[config.mk]
export PLATFORM = sky130hd
export DESIGN_NAME = lsu_stage
export DESIGN_NICKNAME = d
export VERILOG_FILES = /design/src/rtl/lsu_stage.sv
export SDC_FILE = /design/constraint.sdc
export NUM_CORES = 1
export LEC_CHECK = 0
export CAP_MARGIN = 20
export CORE_MARGIN = 2
export CORE_UTILIZATION = 44
export CTS_CLUSTER_DIAMETER = 30
export DETAILED_ROUTE_END_ITERATION = 8
export MAX_ROUTING_LAYER = met4
export PLACE_DENSITY = 0.81
export SLEW_MARGIN = 20
export SYNTH_ARGS = -nofsm -noshare
export SYNTH_HDL_FRONTEND = slang
export SYNTH_SLANG_ARGS = --single-unit
[constraint.sdc]
create_clock -name clk -period 2.36 [get_ports clk]
set_input_delay 0.472 -clock clk [delete_from_list [all_inputs] [get_ports clk]]
set_output_delay 0.472 -clock clk [all_outputs]
set_load 0.1 [all_outputs]
[src/rtl/lsu_stage.sv]
// lsu_stage: memory-access stage load/store unit for the RISC-V pipeline.
//
// Replaces a single-cycle combinational memory access with a request/acknowledge
// data-memory handshake that tolerates wait states. It builds byte enables and
// lane-replicated store data, and aligns and zero/sign-extends load data.
//
// Compile-time option:
//   LSU_TIMEOUT_EN  when defined, BUSY gives up after MAX_WAIT cycles without
//                   mem_ack and pulses timeout_err; otherwise BUSY waits forever
//                   and timeout_err stays 0.
//
// Ports:
//   clk, int_rst_n          clock, asynchronous active-low reset
//   halt                    pipeline halt: blocks acceptance, holds the response
//   req_valid/op/type       memory-stage operation (op 00 load, 01 store)
//   req_addr, req_wdata     byte address and right-justified store data
//   stall                   hold upstream pipeline registers
//   mem_req/we/addr/be/wdata  data-memory request (level, held until ack)
//   mem_rdata, mem_ack      read data and one-cycle completion
//   rsp_valid, rsp_rdata    completion and aligned/extended load result
//   misalign_err            one-cycle pulse after a misaligned request
//   timeout_err             one-cycle pulse after a memory timeout
module lsu_stage #(
  parameter int XLEN     = 32,
  parameter int ADDR_W   = 16,
  parameter int MAX_WAIT = 15
) (
  input  logic                clk,
  input  logic                int_rst_n,
  input  logic                halt,
  input  logic                req_valid,
  input  logic [1:0]          req_op,
  input  logic [2:0]          req_type,
  input  logic [XLEN-1:0]     req_addr,
  input  logic [XLEN-1:0]     req_wdata,
  output logic                stall,
  output logic                mem_req,
  output logic                mem_we,
  output logic [ADDR_W-1:0]   mem_addr,
  output logic [XLEN/8-1:0]   mem_be,
  output logic [XLEN-1:0]     mem_wdata,
  input  logic [XLEN-1:0]     mem_rdata,
  input  logic                mem_ack,
  output logic                rsp_valid,
  output logic [XLEN-1:0]     rsp_rdata,
  output logic                misalign_err,
  output logic                timeout_err
);

  localparam int LANES = XLEN / 8;
  localparam int LB    = $clog2(LANES);

  localparam logic [1:0] IDLE = 2'd0;
  localparam logic [1:0] BUSY = 2'd1;
  localparam logic [1:0] RESP = 2'd2;

  // Byte-enable mask: a run of 'size' ones starting at lane 'off'.
  function automatic logic [LANES-1:0] byte_enables(input logic [2:0] typ,
                                                    input logic [LB-1:0] off);
    logic [LANES-1:0] be;
    int size;
    int base;
    base = int'(off);
    case (typ)
      3'b000:         size = 4;
      3'b001, 3'b010: size = 2;
      3'b011, 3'b100: size = 1;
      3'b101:         size = LANES;
      default:        size = 0;
    endcase
    for (int i = 0; i < LANES; i++) begin
      be[i] = (i >= base) && (i < base + size);
    end
    return be;
  endfunction

  // Replicate the low byte/half/word across every lane; doubleword passes through.
  function automatic logic [XLEN-1:0] lane_wdata(input logic [2:0] typ,
                                                 input logic [XLEN-1:0] data);
    logic [XLEN-1:0] res;
    case (typ)
      3'b011, 3'b100: res = {LANES{data[7:0]}};
      3'b001, 3'b010: res = {(LANES/2){data[15:0]}};
      3'b000:         res = {(LANES/4){data[31:0]}};
      default:        res = data;
    endcase
    return res;
  endfunction

  // Natural alignment check on the low three address bits.
  function automatic logic is_aligned(input logic [2:0] typ, input logic [2:0] lo);
    logic ok;
    case (typ)
      3'b000:         ok = (lo[1:0] == 2'b00);
      3'b001, 3'b010: ok = (lo[0] == 1'b0);
      3'b101:         ok = (lo == 3'b000);
      default:        ok = 1'b1;
    endcase
    return ok;
  endfunction

  // Shift the addressed lanes down to bit 0, then zero- or sign-extend.
  // Sign extension pushes the field to the top and shifts arithmetically back.
  function automatic logic [XLEN-1:0] align_load(input logic [XLEN-1:0] raw,
                                                 input logic [LB-1:0]   off,
                                                 input logic [2:0]      typ);
    logic [XLEN-1:0]        sh;
    logic signed [XLEN-1:0] sx;
    logic [XLEN-1:0]        res;
    sh = raw >> {off, 3'b000};
    sx = {XLEN{1'b0}};
    case (typ)
      3'b000: begin
        sx  = sh << (XLEN - 32);
        res = sx >>> (XLEN - 32);
      end
      3'b001: res = {{(XLEN-16){1'b0}}, sh[15:0]};
      3'b010: begin
        sx  = sh << (XLEN - 16);
        res = sx >>> (XLEN - 16);
      end
      3'b011: res = {{(XLEN-8){1'b0}}, sh[7:0]};
      3'b100: begin
        sx  = sh << (XLEN - 8);
        res = sx >>> (XLEN - 8);
      end
      default: res = sh;
    endcase
    return res;
  endfunction

  logic [1:0]        state_r;
  logic [1:0]        state_n;
  logic              mem_req_r;
  logic              mem_we_r;
  logic [ADDR_W-1:0] mem_addr_r;
  logic [LANES-1:0]  mem_be_r;
  logic [XLEN-1:0]   mem_wdata_r;
  logic [2:0]        type_r;
  logic [LB-1:0]     off_r;
  logic              rsp_valid_r;
  logic [XLEN-1:0]   rsp_rdata_r;
  logic              misalign_r;
  logic              timeout_r;

  logic op_ok_s;
  logic type_ok_s;
  logic aligned_s;
  logic cand_s;
  logic accept_s;
  logic misalign_s;
  logic timeout_hit_s;

  // Address bits above the data-memory window are not decoded.
  logic addr_hi_unused_s;
  assign addr_hi_unused_s = ^req_addr[XLEN-1:ADDR_W];

`ifdef LSU_TIMEOUT_EN
  localparam int CW = $clog2(MAX_WAIT + 1);
  logic [CW-1:0] wait_cnt_r;

  // Timeout fires on the MAX_WAIT-th BUSY cycle; a same-cycle ack takes priority.
  always_comb begin
    timeout_hit_s = 1'b0;
    if ((state_r == BUSY) && !mem_ack && (wait_cnt_r == CW'(MAX_WAIT - 1))) begin
      timeout_hit_s = 1'b1;
    end else begin
      timeout_hit_s = 1'b0;
    end
  end

  // BUSY cycle counter, zero on entry to BUSY.
  always_ff @(posedge clk or negedge int_rst_n) begin
    if (!int_rst_n) begin
      wait_cnt_r <= {CW{1'b0}};
    end else if ((state_r == BUSY) && (state_n == BUSY)) begin
      wait_cnt_r <= wait_cnt_r + CW'(1);
    end else begin
      wait_cnt_r <= {CW{1'b0}};
    end
  end
`else
  // Timeout logic not built; the parameter is kept so instantiations stay uniform.
  localparam int MAX_WAIT_UNUSED = MAX_WAIT;
  assign timeout_hit_s = 1'b0;
`endif

  // Request decode: legality, alignment, acceptance and misalignment.
  always_comb begin
    op_ok_s = (req_op == 2'b00) || (req_op == 2'b01);
    if (req_type <= 3'b100) begin
      type_ok_s = 1'b1;
    end else if (req_type == 3'b101) begin
      type_ok_s = (XLEN == 64);
    end else begin
      type_ok_s = 1'b0;
    end
    aligned_s  = is_aligned(req_type, req_addr[2:0]);
    cand_s     = (state_r == IDLE) && req_valid && !halt && op_ok_s && type_ok_s;
    accept_s   = cand_s && aligned_s;
    misalign_s = cand_s && !aligned_s;
  end

  // Next-state logic for IDLE -> BUSY -> RESP -> IDLE.
  always_comb begin
    state_n = state_r;
    case (state_r)
      IDLE: begin
        if (accept_s) state_n = BUSY;
        else          state_n = IDLE;
      end
      BUSY: begin
        if (mem_ack || timeout_hit_s) state_n = RESP;
        else                          state_n = BUSY;
      end
      RESP: begin
        if (!halt) state_n = IDLE;
        else       state_n = RESP;
      end
      default: state_n = IDLE;
    endcase
  end

  // State, request registers and response capture.
  always_ff @(posedge clk or negedge int_rst_n) begin
    if (!int_rst_n) begin
      state_r     <= IDLE;
      mem_req_r   <= 1'b0;
      mem_we_r    <= 1'b0;
      mem_addr_r  <= {ADDR_W{1'b0}};
      mem_be_r    <= {LANES{1'b0}};
      mem_wdata_r <= {XLEN{1'b0}};
      type_r      <= 3'b000;
      off_r       <= {LB{1'b0}};
      rsp_valid_r <= 1'b0;
      rsp_rdata_r <= {XLEN{1'b0}};
      misalign_r  <= 1'b0;
      timeout_r   <= 1'b0;
    end else begin
      state_r     <= state_n;
      mem_req_r   <= (state_n == BUSY);
      rsp_valid_r <= (state_n == RESP);
      misalign_r  <= misalign_s;
      timeout_r   <= timeout_hit_s;
      if (accept_s) begin
        mem_we_r    <= (req_op == 2'b01);
        mem_addr_r  <= {req_addr[ADDR_W-1:LB], {LB{1'b0}}};
        mem_be_r    <= byte_enables(req_type, req_addr[LB-1:0]);
        mem_wdata_r <= lane_wdata(req_type, req_wdata);
        type_r      <= req_type;
        off_r       <= req_addr[LB-1:0];
      end
      if ((state_r == BUSY) && mem_ack) begin
        rsp_rdata_r <= mem_we_r ? {XLEN{1'b0}} : align_load(mem_rdata, off_r, type_r);
      end else if (timeout_hit_s) begin
        rsp_rdata_r <= {XLEN{1'b0}};
      end
    end
  end

  // Stall must rise in the accept cycle itself, so it is combinational;
  // gating with reset keeps it low while reset is asserted.
  assign stall = int_rst_n &
                 (accept_s | (state_r == BUSY) | ((state_r == RESP) & halt));

  assign mem_req      = mem_req_r;
  assign mem_we       = mem_we_r;
  assign mem_addr     = mem_addr_r;
  assign mem_be       = mem_be_r;
  assign mem_wdata    = mem_wdata_r;
  assign rsp_valid    = rsp_valid_r;
  assign rsp_rdata    = rsp_rdata_r;
  assign misalign_err = misalign_r;
  assign timeout_err  = timeout_r;

endmodule

==> metrics <==
Final Skew 11.3 ps; Yosys Warn Count 0; DRT Pass-1 Iters 4; Top FF cell, synth dfrtp_1; unique cell type count in the Yosys netlist 51; Reg clk slew, reported paths 90 ps; hold_buf cts 0; worst setup margin -152 ps; worst min path class input pin to async pin; FF-to-FF path depth 7; initial DRC count 213; top-area cell type share of the netlist area 0.473; CTS Buf Count 9; Max-Cap Viols 0; I/O pin cnt 196; dpl ws -929 ps; WP data required 2610 ps; Die X 110 um; Final Hold Fails 0; crit-path max FO 3; layout cell share with drive strength beyond 1 0.369; Yosys top cell by area dfrtp_1; antenna-violating nets left 0; R2R Path End mem_be[0]; PD cells 1470 nW/um^2; synthesis-to-layout area growth 44.9%; DRT Wirelength 13600 um; Worst-Skew Late Latency 360 ps; status finished, violations left; Yosys reg bits 93; Synth async-reset ratio 1.00; Critical Path Start req_type[0]; Rows 38; Static Leakage 3.28 nW; Setup-failing EPs final 2; vias post-DR 4228; DRC 0; Fin Setup TNS -246 ps; H-tree depth 3; Setup crit start kind input pin; Avg WL per Cell 17.5 um; Root Driver clkbuf_8; actual slew at the worst max-slew pin 720 ps; Post-DP HPWL 10200 um; Via-to-Cell Ratio 5.44; first-pass GRT wire length 21100 um; maximum number of pins on one net before global-route repair 53; ratio of final minimum period to clock period 1.06; total power 10.5 mW; Final nets 741; Max Buffers Root-to-Sink 2; RSZ-0062 raised after global routing yes; synthesized area 4920 sq um; synth top area cells dfrtp_1 47%, mux2_2 15%, mux2i_1 5.5%; VDD IR max 0.00118 V; Max Freq 398 MHz; CP Class input pin to flip-flop; R2R Path Start state_r[1]; Placed Area 6830 sq um; register area share after synthesis 0.473; Die Y-Extent 110 um; Cells after Synth 438; Worst EP arrival 2760 ps; Critical Path Sink Type flip-flop; Initial Utilization 0.452; Max Transition Viols Final 0; R2R setup slack 300 ps; Global Route Usage Sum 0.234; top cell types by occurrence after synthesis 93 x dfrtp_1, 67 x mux2_2, 37 x nand2_1, 27 x mux2i_1, 22 x nor2_1; failing checks setup timing; Die ar. 12000 sq um; CTS tree built; IO buf count 176; min Tclk post-route 2510 ps; vias in the first global route 4311; gr ovfl total 0; Hold Slack 186 ps; Relative slew margins 0.518; initial antenna violation count 1; most frequent cell after synthesis dfrtp_1; Design Area, Final 7120 sq um; GP Congestion 0.882; syn_area_per_cell 11.2 sq um; clk sinks 93; core area 10900 sq um; number of flops mapped to enable cells by yosys 0
==> final cells by class <==
type	instances	area [sq um]
multi-input cells	309	2500
fillers	849	3760
flip-flops and latches	93	2330
diodes	1	2.50
inverters	4	15.0
well taps	140	175
repair buffers	215	1870
clock inverters	4	97.6
clock buffers	11	131
==> where the power goes <==
part | switching, mW | internal (mW) | total, mW
combinational | 5.14 | 1.57 | 6.71
sequential | 0.360 | 2.16 | 2.52
clock | 0.562 | 0.700 | 1.26
==> kinds of logic after synthesis <==
kind of cell | Yosys count | synth area share
AO/OA/AOI/OAI | 102 | 0.144
XOR/XNOR | 3 | 0.00534
adder cells (fa/ha/maj) | 3 | 0.00916
buffers and inverters | 38 | 0.0382
flip-flops | 93 | 0.473
multiplexers | 101 | 0.231
other | 1 | 0.000763
AND/OR/NAND/NOR | 97 | 0.0980
==> per-layer routing <==
layer  vias up  routed length, um  part of all wire  track usage
met5         -                  0                 0            -
li1       1987                  -                 -            -
met3        16                922             0.068       0.0539
met2       152               6960              0.51        0.396
met1      2073               5550              0.41        0.278
met4         0                172             0.013       0.0678
==> flip-flops by register name, indices dropped and copies added (netlist names) <==
register and flops:
mem_wdata 32, rsp_rdata 32, mem_addr 14, mem_be 4, type_r 3, off_r 2
state_r 2, mem_req 1, mem_we 1, misalign_err 1, rsp_valid 1
==> layout by cell type (no fill, tap or decap), types with 2 or more instances in the layout <==
cell	synthesis	routed
or3_1	6	5
nand3b_1	6	6
mux2i_1	27	27
nor2b_1	9	9
nor2_1	22	22
o21ai_0	21	19
mux2_2	67	66
a31o_2	3	3
mux2_4	6	7
clkbuf_1	11	2
bufinv_16	0	3
o31ai_1	17	17
clkdlybuf4s50_1	0	81
nand2_1	37	37
conb_1	1	3
xor2_1	2	2
clkbuf_8	0	9
a221o_1	3	3
or2_2	2	2
a21boi_0	3	3
a211o_1	7	7
dfrtp_1	93	93
o311a_1	2	2
o2bb2ai_1	6	6
buf_4	3	122
o21ai_1	1	2
buf_12	0	3
buf_6	2	4
a21oi_1	21	20
a32o_1	7	7
o211ai_1	6	6
dlygate4sd2_1	0	4
nand2b_1	4	4
inv_1	4	4
==> worst max path at each step <==
stage	endpoint	slack, ps	cells past startpoint
2_1_floorplan	mem_be[0]	-590	10
3_3_place_gp	mem_be[0]	-830	9
3_5_place_dp	mem_be[0]	-930	9
4_1_cts	mem_be[0]	-180	9
5_1_grt	mem_be[0]	-180	9
6_report	mem_be[0]	-150	9
==> worst max-delay path: stages <==
cell       delay, ps
buf_6            100
or3b_4           430
nand2_8           80
ha_4             140
fa_1             410
or4b_4           510
nor4b_4          290
a2111oi_2         60
mux2_4           270
==> per-stage QoR <==
stage	cells	util
after floorplan	440	-
after global placement	758	0.627
after detailed placement	758	0.628
after CTS	775	0.653
after global routing	777	0.654
final	777	0.654
==> timing repair <==
action	4_1_cts	5_1_grt
setup endpoints to repair	56	2
buffers inserted	2	1
gates cloned	0	0
resized for setup	27	1
pin swaps	12	11
(Power assumes the default switching activity.)
